<file path="src/rtl/frame_pkg.sv">
// frame_pkg: shared definitions for the frame_encoder byte-stream framer.
//   - default delimiter / escape byte values
//   - fsm_state_t: framer FSM state encoding
//   - crc8_update(): CRC-8, poly 0x07, MSB first, no reflection, no final xor
package frame_pkg;

  localparam logic [7:0] START_BYTE_DEF = 8'h7E;
  localparam logic [7:0] STOP_BYTE_DEF  = 8'h7F;
  localparam logic [7:0] ESC_BYTE_DEF   = 8'h7D;
  localparam logic [7:0] ESC_XOR_DEF    = 8'h20;

  typedef enum logic [2:0] {
    IDLE,
    DATA,
    ESC,
    CRC,
    STOP
  } fsm_state_t;

  function automatic logic [7:0] crc8_update(input logic [7:0] crc,
                                             input logic [7:0] data);
    logic [7:0] c;
    c = crc ^ data;
    for (int unsigned i = 0; i < 8; i++) begin
      c = c[7] ? ((c << 1) ^ 8'h07) : (c << 1);
    end
    return c;
  endfunction

endpackage

</file>
<file path="src/rtl/frame_encoder.sv">
// frame_encoder: wraps each AXI4-Stream frame as START, payload, STOP and
// byte-stuffs reserved bytes (START/STOP/ESC) as ESC, byte ^ ESC_XOR.
// Optional feature macro: FRAME_CRC_EN appends an escaped CRC-8 byte before STOP.
// Ports:
//   aclk, areset                 clock, synchronous active-high reset
//   target_tvalid/tready/tlast/tdata      input frame bytes
//   initiator_tvalid/tready/tlast/tdata   encoded stream (tlast only with STOP)
module frame_encoder
  import frame_pkg::*;
#(
  parameter logic [7:0] START_BYTE = START_BYTE_DEF,
  parameter logic [7:0] STOP_BYTE  = STOP_BYTE_DEF,
  parameter logic [7:0] ESC_BYTE   = ESC_BYTE_DEF,
  parameter logic [7:0] ESC_XOR    = ESC_XOR_DEF
) (
  input  logic       aclk,
  input  logic       areset,
  input  logic       target_tvalid,
  output logic       target_tready,
  input  logic       target_tlast,
  input  logic [7:0] target_tdata,
  output logic       initiator_tvalid,
  input  logic       initiator_tready,
  output logic       initiator_tlast,
  output logic [7:0] initiator_tdata
);

  fsm_state_t r_state, w_next;
  logic       r_tvalid, r_tlast, r_last;
  logic [7:0] r_tdata, r_pend;

  logic       w_free, w_in_hs, w_in_special;
  logic       w_load, w_load_last, w_tready, w_pend_load;
  logic [7:0] w_load_data, w_pend_data;
  fsm_state_t w_esc_tail;

`ifdef FRAME_CRC_EN
  logic [7:0] r_crc;
  logic       r_crc_done;
  logic       w_crc_special;
  // TAIL is not a real state: it resolves straight to CRC or STOP.
  localparam fsm_state_t TAIL_NEXT = CRC;
  assign w_crc_special = (r_crc == START_BYTE) || (r_crc == STOP_BYTE) ||
                         (r_crc == ESC_BYTE);
  // The CRC byte reuses the ESC/pend path with r_last set, so r_crc_done
  // tells ESC whether the CRC is still owed or STOP comes next.
  assign w_esc_tail = r_crc_done ? STOP : CRC;
`else
  localparam fsm_state_t TAIL_NEXT = STOP;
  assign w_esc_tail = STOP;
`endif

  assign w_free       = !r_tvalid || initiator_tready;
  assign w_in_hs      = (r_state == DATA) && target_tvalid && w_free;
  assign w_in_special = (target_tdata == START_BYTE) ||
                        (target_tdata == STOP_BYTE) ||
                        (target_tdata == ESC_BYTE);

  always_comb begin
    w_next      = r_state;
    w_load      = 1'b0;
    w_load_data = '0;
    w_load_last = 1'b0;
    w_tready    = 1'b0;
    w_pend_load = 1'b0;
    w_pend_data = target_tdata ^ ESC_XOR;
    case (r_state)
      IDLE: begin
        if (target_tvalid && w_free) begin
          w_load      = 1'b1;
          w_load_data = START_BYTE;
          w_next      = DATA;
        end
      end
      DATA: begin
        w_tready = w_free;
        if (w_in_hs) begin
          w_load = 1'b1;
          if (w_in_special) begin
            w_load_data = ESC_BYTE;
            w_pend_load = 1'b1;
            w_next      = ESC;
          end else begin
            w_load_data = target_tdata;
            if (target_tlast) w_next = TAIL_NEXT;
          end
        end
      end
      ESC: begin
        if (w_free) begin
          w_load      = 1'b1;
          w_load_data = r_pend;
          w_next      = r_last ? w_esc_tail : DATA;
        end
      end
`ifdef FRAME_CRC_EN
      CRC: begin
        if (w_free) begin
          w_load = 1'b1;
          if (w_crc_special) begin
            w_load_data = ESC_BYTE;
            w_pend_load = 1'b1;
            w_pend_data = r_crc ^ ESC_XOR;
            w_next      = ESC;
          end else begin
            w_load_data = r_crc;
            w_next      = STOP;
          end
        end
      end
`endif
      STOP: begin
        if (w_free) begin
          w_load      = 1'b1;
          w_load_data = STOP_BYTE;
          w_load_last = 1'b1;
          w_next      = IDLE;
        end
      end
      default: w_next = IDLE;
    endcase
  end

  always_ff @(posedge aclk) begin
    if (areset) begin
      r_state  <= IDLE;
      r_tvalid <= 1'b0;
      r_tlast  <= 1'b0;
      r_tdata  <= '0;
      r_pend   <= '0;
      r_last   <= 1'b0;
`ifdef FRAME_CRC_EN
      r_crc      <= '0;
      r_crc_done <= 1'b0;
`endif
    end else begin
      r_state <= w_next;
      if (w_free) begin
        r_tvalid <= w_load;
        r_tlast  <= w_load_last;
        if (w_load) r_tdata <= w_load_data;
      end
      if (w_pend_load) r_pend <= w_pend_data;
      if (w_in_hs && target_tlast) r_last <= 1'b1;
      else if (r_state == STOP && w_free) r_last <= 1'b0;
`ifdef FRAME_CRC_EN
      if (r_state == IDLE && w_load) begin
        r_crc      <= '0;
        r_crc_done <= 1'b0;
      end else if (w_in_hs) begin
        r_crc <= crc8_update(r_crc, target_tdata);
      end else if (r_state == CRC && w_free) begin
        r_crc_done <= 1'b1;
      end
`endif
    end
  end

  assign target_tready    = w_tready;
  assign initiator_tvalid = r_tvalid;
  assign initiator_tlast  = r_tlast;
  assign initiator_tdata  = r_tdata;

endmodule

</file>
<file path="config.mk">
export PLATFORM = sky130hd
export DESIGN_NAME = frame_encoder
export DESIGN_NICKNAME = d
export VERILOG_FILES = /design/src/rtl/frame_pkg.sv /design/src/rtl/frame_encoder.sv
export SDC_FILE = /design/constraint.sdc
export NUM_CORES = 1
export LEC_CHECK = 0
export ABC_CLOCK_PERIOD_IN_PS = 2400
export CORE_ASPECT_RATIO = 0.75
export CORE_MARGIN = 5
export CORE_UTILIZATION = 50
export CTS_CLUSTER_DIAMETER = 80
export CTS_CLUSTER_SIZE = 20
export DETAILED_ROUTE_END_ITERATION = 8
export DONT_BUFFER_PORTS = 1
export HOLD_SLACK_MARGIN = 0.12
export PLACE_DENSITY = 0.77
export SETUP_SLACK_MARGIN = 0.5
export SLEW_MARGIN = 15
export SYNTH_ARGS = -nofsm -noshare
export SYNTH_HDL_FRONTEND = slang
export SYNTH_SLANG_ARGS = --single-unit
</file>
<file path="constraint.sdc">
create_clock -name aclk -period 2.4 [get_ports aclk]
set_input_delay 0.48 -clock aclk [delete_from_list [all_inputs] [get_ports aclk]]
set_output_delay 0.48 -clock aclk [all_outputs]
set_load 0.1 [all_outputs]
</file>
==> results.ini <==
[sta]
fmax_ghz = 0.5479
min_period_ns = 1.825
worst_pin_slew_ns = 0.6672
setup_viol = 0
rsz0062_at_grt = no
fin_setup_tns_ns = 0
final_hold_viol_count = 0
max_slew_margin_pct = 55.33
maxSlewViolCount = 0
layout_setup_ws_ns = 0.5750
fin_crit_sh_pct = 76.04
clock-skew-final_ns = 0.004977

[routing]
via_count = 868
finalWirelength_um = 2376
drtAntennaViolNets = 0
drc = 0
via_per_inst = 6.200
drt_pre_antenna_iters = 5
drt_iter0_markers = 40
wire_per_inst_um = 16.97

[floorplan]
fp.dieH_um = 49.40
coreArea_mm2 = 0.001997
die_x_um = 62.53
rows = 14
initial_core_util_pct = 51.82
dieArea_mm2 = 0.003089
num_io_pins = 24

[clock_network]
max-clock-path-buffers = 2
clk_latency_ns = 0.31
cts_made_buffers = 3
cts_tree = yes
clkSlewWorstSetupHoldPaths_ns = 0.12
clock-root-buffer = clkbuf_4
cts_hold_buf = 0
cts_max_level = 1
cts.sinks = 22

[finish]
drive_gt1_share_pct = 24.14
syn_to_final_growth_pct = 7.981
nFillCells = 175
nNetsFinal = 130
fin_area_mm2 = 0.001117
num_antenna_cells = 0
stdcell_count = 140

[critical_path]
required_ns = 1.92
critical_path_arrival_ns = 1.35
cp-end-kind = primary output
worst-path-stages = 2
slowest_stage = dfxtp_4
slowest_delay_ns = 0.41
critPathKind = reg -> out
crit_path_cell_trace = nor3b_4, and2_4
cpLargestDelayFamily = simple AND/OR/NAND/NOR gates
cp-startpoint = r_state[0]
reg2reg_depth = 5
regToRegStartpoint = r_state[0]
path_max_fanout = 10
start_kind = flip-flop
path_buf_inv = 0

[placement]
dp.cells = 135
place_area_mm2 = 0.001065
gp_congestion = 0.8388
port_buffers = 0
pre_cts_ws_ns = 0.5391
hpwl_um = 1713

[synthesis]
synth_cells = 109
synth.most_common_cell = dfxtp_1
ys_types = 38
synth_edf_count = 0
ys_seq_area_share_pct = 42.56
yosysWarnings = 0
netlist_area_mm2 = 0.001035
synth_area_per_cell_um2 = 9.493
yosys.area.top_type = dfxtp_1
synth_common_cells = dfxtp_1, nor2_1, a21oi_1
synth_seq_cells = 22
synth.area.top_cells = dfxtp_1, a221oi_1, nor2_1
async_flop_share_pct = 0
yosys_most_used_dff = dfxtp_1
netlist.area_leader.share_pct = 42.56
syn_nets = 122

[run_status]
status = complete, no violations

[min_path]
hp-start = areset
hold_path_class = in -> reg
holdPathStages = 1

[job]
maxCapViolCount = 0

[power_and_ir_drop]
p_int_mw = 0.6081
p_clk_share_pct = 19.1
p_leak_nw = 0.4351
p_sw_share_pct = 43.88
ir_worst_vdd_mv = 0.6538
p_per_area_mw_per_mm2 = 969.8
switching_power_mw = 0.4754
p_comb_share_pct = 40.9
p_seq_share_pct = 40.0

[global_route]
grt-ovfl-total = 0
grt_usage_pct = 16.08
grt_max_degree = 24
grt_antenna_before_repair = 0
grt_pass1_vias = 802
grt_pass1_wl_um = 3995

==> metal layers <==
| metal | global-route usage (%) | vias to the layer above | routed length (um) |
|---|---|---|---|
| li1 | - | 420 | - |
| met4 | 5.300 | 0 | 28 |
| met5 | 0 | - | 0 |
| met3 | 6.682 | 6 | 203 |
| met1 | 20.33 | 396 | 1086 |
| met2 | 24.66 | 46 | 1057 |
==> through the flow <==
stage	util, %	total power, mW	hold slack, ns
floorplan	-	0.8291	0.4378
global placement	53.32	0.8635	0.4542
detailed placement	53.32	0.8720	0.4636
CTS	55.26	1.076	0.2130
global route	55.95	1.136	0.1875
finish	55.95	1.084	0.2132
==> layout make-up <==
class | instances | area (um2) | share of cell area [%]
multi-input cells | 77 | 513.0 | 45.91
repair buffers | 11 | 82.58 | 7.391
clock buffers | 4 | 36.28 | 3.247
inverters | 2 | 7.507 | 0.6719
well taps | 24 | 30.03 | 2.688
flip-flops and latches | 22 | 447.9 | 40.09
==> power groups by stage <==
stage               Sequential [mW]  Clock, mW  Combinational, mW
floorplan                     0.638          0              0.191
global placement              0.436          0              0.428
detailed placement            0.439          0              0.433
CTS                           0.431      0.208              0.437
global route                  0.439      0.230              0.467
finish                        0.433      0.207              0.444
==> worst paths after layout <==
kind	endpoint	slack, ns
setup / recovery	target_tready	0.57
setup reg to reg	initiator_tdata[0]	0.72
hold reg to reg	r_pend[4]	0.49
hold / removal	r_state[2]	0.21
==> layout by cell type (no fill, tap or decap), types with 2 or more instances in the layout <==
cell	n
a211oi_1	2
a21oi_1	9
a221oi_1	7
and2b_1	2
and3b_1	3
buf_4	11
clkbuf_4	3
dfxtp_1	18
dfxtp_2	3
inv_1	2
nand2_1	3
nand3_1	4
nor2_1	15
nor2b_1	3
nor3_1	5
o21ai_0	3
==> flip-flops by register name (all words and copies together), names as in the netlist <==
signal,cells
r_last,1
initiator_tvalid,1
r_pend,8
initiator_tdata,8
r_state,3
initiator_tlast,1
==> cells by family (layout without fill, tap and decap cells) <==
| family | after synthesis | count (layout) | synth area share (%) |
|---|---|---|---|
| AO/OA/AOI/OAI | 32 | 32 | 23.34 |
| flip-flops | 22 | 22 | 42.56 |
| AND/OR/NAND/NOR | 43 | 43 | 23.82 |
| buffers and inverters | 10 | 17 | 8.222 |
| adder cells (fa/ha/maj) | 1 | 1 | 0.9674 |
| multiplexers | 1 | 1 | 1.088 |
==> repair_timing <==
item	4_1_cts	5_1_grt
cloned	0	0
buffers inserted	0	1
setup endpoints to repair	1	5
gates resized for setup	2	4
Note: power is estimated with default switching activity, not from simulation.
